<file path="config.mk">
export PLATFORM = sky130hd
export DESIGN_NAME = instr_injector
export DESIGN_NICKNAME = d
export VERILOG_FILES = /design/src/rtl/instr_injector.sv
export SDC_FILE = /design/constraint.sdc
export NUM_CORES = 1
export LEC_CHECK = 0
export ABC_AREA = 1
export CAP_MARGIN = 5
export CORE_MARGIN = 2
export CORE_UTILIZATION = 35
export CTS_CLUSTER_DIAMETER = 30
export DETAILED_ROUTE_END_ITERATION = 10
export PLACE_DENSITY = 0.53
export REMOVE_ABC_BUFFERS = 1
export SLEW_MARGIN = 5
export SYNTH_ARGS = -nofsm -noshare
export SYNTH_HDL_FRONTEND = slang
export SYNTH_SLANG_ARGS = --single-unit
</file>
<file path="constraint.sdc">
create_clock -name clk -period 5.14 [get_ports clk]
set_input_delay 1.542 -clock clk [delete_from_list [all_inputs] [get_ports clk]]
set_output_delay 1.542 -clock clk [all_outputs]
set_load 0.005 [all_outputs]
</file>
<file path="src/rtl/instr_injector.sv">
// Instruction injector: buffers host-loaded instructions in a small FIFO and
// drives them into the CPU instruction input one per clock while in RUN.
// It watches CPU halt and PC, and trips a watchdog if the program never halts.
module instr_injector #(
    parameter int unsigned    DEPTH      = 16,
    parameter int unsigned    IW         = 16,
    parameter logic [IW-1:0]  FILL_INSTR = '0,
    parameter int unsigned    TIMEOUT    = 100000,
    parameter int unsigned    CW         = 17
) (
    input  logic          clk,
    input  logic          rst,
    input  logic          ld_valid,
    input  logic [IW-1:0] ld_instr,
    output logic          ld_ready,
    input  logic          start,
    input  logic          clear,
    output logic [IW-1:0] instr_out,
    output logic          mode_out,
    input  logic [15:0]   pc_in,
    input  logic          hlt_in,
    output logic          busy,
    output logic          done,
    output logic          timeout,
    output logic [15:0]   halt_pc,
    output logic [15:0]   issued_cnt,
    output logic [CW-1:0] cycle_cnt
);

    localparam int unsigned AW = $clog2(DEPTH);

    typedef enum logic [1:0] {StIdle, StRun, StHalted, StTimeout} state_e;

    state_e state_q, state_d;

    logic [IW-1:0] mem_q [DEPTH];
    logic [AW-1:0] wr_ptr_q, rd_ptr_q;
    logic [AW:0]   count_q;
    logic          full, empty, push, pop, last_cycle;

    logic [IW-1:0] instr_q, instr_d;
    logic          mode_q, mode_d;
    logic          busy_q, busy_d;
    logic          done_q, done_d;
    logic          timeout_q, timeout_d;
    logic [15:0]   halt_pc_q, halt_pc_d;
    logic [15:0]   issued_q, issued_d;
    logic [CW-1:0] cycle_q, cycle_d;

    assign full       = (count_q == (AW + 1)'(DEPTH));
    assign empty      = (count_q == '0);
    assign ld_ready   = !full;
    // A full FIFO refuses a push even when a pop frees a slot in the same cycle.
    assign push       = ld_valid && !full && !clear;
    assign last_cycle = (cycle_q == CW'(TIMEOUT - 1));
    assign pop        = (state_q == StRun) && !clear && !hlt_in && !last_cycle && !empty;

    // FIFO storage write port (no reset needed on the data array)
    always_ff @(posedge clk) begin
        if (push) begin
            mem_q[wr_ptr_q] <= ld_instr;
        end
    end

    // FIFO pointers and occupancy; pointers wrap naturally since DEPTH is a power of two
    always_ff @(posedge clk or posedge rst) begin
        if (rst) begin
            wr_ptr_q <= '0;
            rd_ptr_q <= '0;
            count_q  <= '0;
        end else if (clear) begin
            wr_ptr_q <= '0;
            rd_ptr_q <= '0;
            count_q  <= '0;
        end else begin
            if (push) begin
                wr_ptr_q <= wr_ptr_q + AW'(1);
            end
            if (pop) begin
                rd_ptr_q <= rd_ptr_q + AW'(1);
            end
            if (push && !pop) begin
                count_q <= count_q + (AW + 1)'(1);
            end else if (pop && !push) begin
                count_q <= count_q - (AW + 1)'(1);
            end
        end
    end

    // State register
    always_ff @(posedge clk or posedge rst) begin
        if (rst) begin
            state_q <= StIdle;
        end else begin
            state_q <= state_d;
        end
    end

    // Next-state logic; clear overrides everything
    always_comb begin
        state_d = state_q;
        if (clear) begin
            state_d = StIdle;
        end else begin
            unique case (state_q)
                StIdle: begin
                    if (start && !empty) begin
                        state_d = StRun;
                    end
                end
                StRun: begin
                    if (hlt_in) begin
                        state_d = StHalted;
                    end else if (last_cycle) begin
                        state_d = StTimeout;
                    end
                end
                default: state_d = state_q;
            endcase
        end
    end

    // Next values of the registered outputs
    always_comb begin
        instr_d   = FILL_INSTR;
        mode_d    = 1'b0;
        halt_pc_d = halt_pc_q;
        issued_d  = issued_q;
        cycle_d   = cycle_q;
        busy_d    = (state_d == StRun);
        done_d    = (state_d == StHalted);
        timeout_d = (state_d == StTimeout);
        if (clear) begin
            halt_pc_d = '0;
            issued_d  = '0;
            cycle_d   = '0;
        end else begin
            unique case (state_q)
                StIdle: begin
                    if (state_d == StRun) begin
                        issued_d = '0;
                        cycle_d  = '0;
                    end
                end
                StRun: begin
                    cycle_d = (cycle_q == CW'(TIMEOUT)) ? cycle_q : cycle_q + CW'(1);
                    if (hlt_in) begin
                        halt_pc_d = pc_in;
                    end else if (!last_cycle) begin
                        // mode rises together with the first injected instruction
                        mode_d = 1'b1;
                        if (!empty) begin
                            instr_d  = mem_q[rd_ptr_q];
                            issued_d = issued_q + 16'd1;
                        end
                    end
                end
                default: ;
            endcase
        end
    end

    // Output registers
    always_ff @(posedge clk or posedge rst) begin
        if (rst) begin
            instr_q   <= FILL_INSTR;
            mode_q    <= 1'b0;
            busy_q    <= 1'b0;
            done_q    <= 1'b0;
            timeout_q <= 1'b0;
            halt_pc_q <= '0;
            issued_q  <= '0;
            cycle_q   <= '0;
        end else begin
            instr_q   <= instr_d;
            mode_q    <= mode_d;
            busy_q    <= busy_d;
            done_q    <= done_d;
            timeout_q <= timeout_d;
            halt_pc_q <= halt_pc_d;
            issued_q  <= issued_d;
            cycle_q   <= cycle_d;
        end
    end

    assign instr_out  = instr_q;
    assign mode_out   = mode_q;
    assign busy       = busy_q;
    assign done       = done_q;
    assign timeout    = timeout_q;
    assign halt_pc    = halt_pc_q;
    assign issued_cnt = issued_q;
    assign cycle_cnt  = cycle_q;

endmodule

</file>
==> out/qor.csv <==
metric,value,unit
Layout Cells excl Fill,2105,
worst-margin pin slew,1130,ps
Clk pwr share,57.9,%
WS Path Type,in2reg,
Leak,0.00719,uW
filler cell count,3755,
CTS tree,built,
Cells after DPL,1953,
total grt overflow,0,
critical path's top delay family,buffers and inverters,
die width,209,um
critical path data arrival time,3750,ps
Final ANT Viol Nets,0,
Max Clk Rate,0.287,GHz
Design Power,9060,uW
Yosys reg bits,340,
design area,19300,um2
Internal,6920,uW
Sw Ratio,23.6,%
Cells after Synth,1347,
synth unique cells,45,
Ys Warns,0,
"Buf+Inv Stages, Crit Path",5,
CP Depth,7,
Post-DP HPWL,22.0,mm
Reg2Reg Depth,17,
post-DR wirelength/cell,18.4,um
Mapped Avg Cell Area,10.9,um2
"Reg clk slew, reported paths",40,ps
post-synth top area share,52.2,%
"slowest stage delay, CP",600,ps
total negative slack,0,ps
Pwr per Cell Area,469,nW/um2
sequential element share of the synthesized area,66.5,%
CP Cell Sequence,clkdlybuf4s50_1 -> buf_4 -> clkinv_1 -> buf_4 -> nand3_1 -> nor2_2 -> buf_4,
clk sink count,340,
global router's overall resource usage,18.0,%
DRC errors left,0,
First DRT Iteration DRCs,787,
most frequent CP cell,buf_4,
CP Capture Type,flip-flop,
Psw,2140,uW
final wirelength,38.8,mm
die height,209,um
initial antenna violation count,1,
NumNets Final,1548,
post-DR vias/cell,5.07,
die area,43700,um2
PostCTS Resize Cnt,0,
critical path startpoint category,input pin,
CP required,5410,ps
Final setup viols,0,
Post-DP Area,16400,um2
Crit-path slowest cell,nor2_2,
Crit Path Max Fanout,34,
post-synth top area cell,edfxtp_1,
register share of total power,34.1,%
max-capacitance violation count,0,
ys async rst share,24.7,%
Main synth FF type,edfxtp_1,
CORE AREA,41800,um2
largest net degree at the start of global routing,106,
Hold Path Class,reg2reg,
synth top area cells,"edfxtp_1 (52%), dfrtp_1 (14%), nor2_1 (6.5%), nand2_1 (4.5%), o21ai_0 (4.3%)",
Hold Path Depth,2,
Gate power share,8.0,%
Detailed Routing Iterations Pass 1,8,
"Area growth, synth to finish",31.1,%
root buffer selected by CTS,clkbuf_16,
CTS buffer count,82,
Final Hold Viols,0,
# Post-CTS Setup Buffers,0,
H-Tree Level Count,3,
IO buf count,107,
outcome,"finished, final reports clean",
RePlAce Congestion,0.840,
fin crit share,67.7,%
unrepaired setup endpoints after global routing,no,
Synth Cell Area,14700,um2
vias in the first global route,10620,
n_diodes,0,
Max transition margin,24.8,%
Post-synth EDFFs,256,
Final Max Slew Viols,0,
layout cells sized above 1,15.2,%
first-pass GRT wire length,60.6,mm
clk_skew,26.9,ps
Skew-Pair Late Insertion Delay,590,ps
clk buf depth,3,
Ports,108,
DR vias,10679,
hold_ws,468,ps
"IR drop worst, VDD",0.000266,V
minimum clock period,3480,ps
CTS hold repair buffers,0,
Initial Utilization,35.3,%
Rows,75,
## synthesized netlist by cell type, types with 2 or more instances
cell	n
nor2_1	255
a21oi_1	21
nor2_2	5
nand2_2	22
dfrtp_1	84
o32ai_1	6
nand3_1	119
inv_1	46
inv_2	7
ha_1	11
nor4_1	6
nand3b_1	3
xnor2_1	3
nand2_4	4
buf_4	4
o21ai_0	127
edfxtp_1	256
nand2_1	175
and2_1	3
nand4_1	12
nor3_2	2
clkbuf_1	36
clkinv_1	4
nor3_1	15
buf_1	9
or2_2	2
a21oi_4	2
o211ai_1	52
xor2_1	8
nor2_8	3
o21ai_1	13
buf_2	18
nand3_2	2
## final cells by class
type | count | area, um2 | share of cell area [%]
clock buffer | 104 | 2250 | 11.6
clock inverter | 48 | 609 | 3.16
inverter | 57 | 219 | 1.13
multi-input combinational | 881 | 4460 | 23.1
sequential | 340 | 9800 | 50.8
tap | 539 | 674 | 3.49
timing repair buffer | 136 | 1300 | 6.74
## registers in the layout, indices dropped and copies added (netlist names), 2 cells and up
name and flops:
instr_out 16, state_q 2, halt_pc 16, rd_ptr_q 4
issued_cnt 16, wr_ptr_q 4, cycle_cnt 17, mem_q 256
count_q 5
## final timing paths
| path | from | end | slack (ps) |
|---|---|---|---|
| setup / recovery | clear | mem_q[7][6]$_DFFE_PP_ | 1660 |
| max in group asynchronous | rst | timeout$_DFF_PP0_ | 2860 |
| min in group asynchronous | rst | halt_pc[5]$_DFFE_PP0P_ | 1410 |
| hold reg to reg | halt_pc[5]$_DFFE_PP0P_ | halt_pc[5]$_DFFE_PP0P_ | 470 |
| setup reg to reg | cycle_cnt[0]$_DFFE_PP0P_ | count_q[4]$_DFFE_PP0P_ | 2300 |
| hold / removal | halt_pc[5]$_DFFE_PP0P_ | halt_pc[5]$_DFFE_PP0P_ | 470 |
## placed cells by master, fill, tap and decap left out, types with 4 or more instances in the layout
cell and count:
o21ai_0 127, edfxtp_1 256, a21oi_1 21, nor2_2 17, nand2_4 4, inv_6 6
nor4_1 6, clkdlybuf4s50_1 107, nand2_1 175, nand2_2 22, bufinv_16 11, nor3_1 11
o21ai_1 13, clkinvlp_4 8, clkbuf_16 84, o211ai_1 52, clkinv_2 11, clkbuf_1 13
nor2_1 243, nand4_1 12, nand3_1 119, clkbuf_8 7, buf_4 28, xor2_1 8
o32ai_1 6, inv_1 44, clkinv_4 6, nor3_2 6, inv_2 6, dfrtp_1 82
ha_1 11, clkinv_1 8
## routing by layer
metal / routed length, um / track usage (%) / part of all wire (%)
met3: 2360 / 4.16 / 6.1
met1: 17300 / 24.1 / 45
met2: 18300 / 28.6 / 47
met4: 788 / 6.35 / 2.0
met5: 14 / 0 / 0.036
## kinds of logic after synthesis
group                      share of synthesized area, %
adders and majority gates                          1.07
DFF                                                66.5
and+or+nand+nor                                    19.2
xor gates and xnor gates                          0.654
buffers and inverters                              3.63
AOI/OAI and AO/OA                                  8.98
## worst min-delay path, cell delays in order (launching register included)
cell and delay, ps:
dfrtp_1 330, nand2_1 50, nand2_1 50
## power groups by stage
stage                     clock network (uW)  registers [uW]  logic, uW
final                                   5240            3090        725
after global routing                    5490            3100        811
after CTS                               5340            3090        736
after detailed placement                   0            3140        734
after global placement                     0            3140        727
after floorplan                            0            3140        420
## through the flow
| stage | setup WS (ps) | utilization [%] |
|---|---|---|
| after detailed placement | 1110 | 39.4 |
| after CTS | 1680 | 46.2 |
| after global placement | 1160 | 39.4 |
| after global routing | 1540 | 46.2 |
| after floorplan | 1070 | - |
| final | 1660 | 46.2 |
No activity file was read; power rests on OpenSTA's default activity.
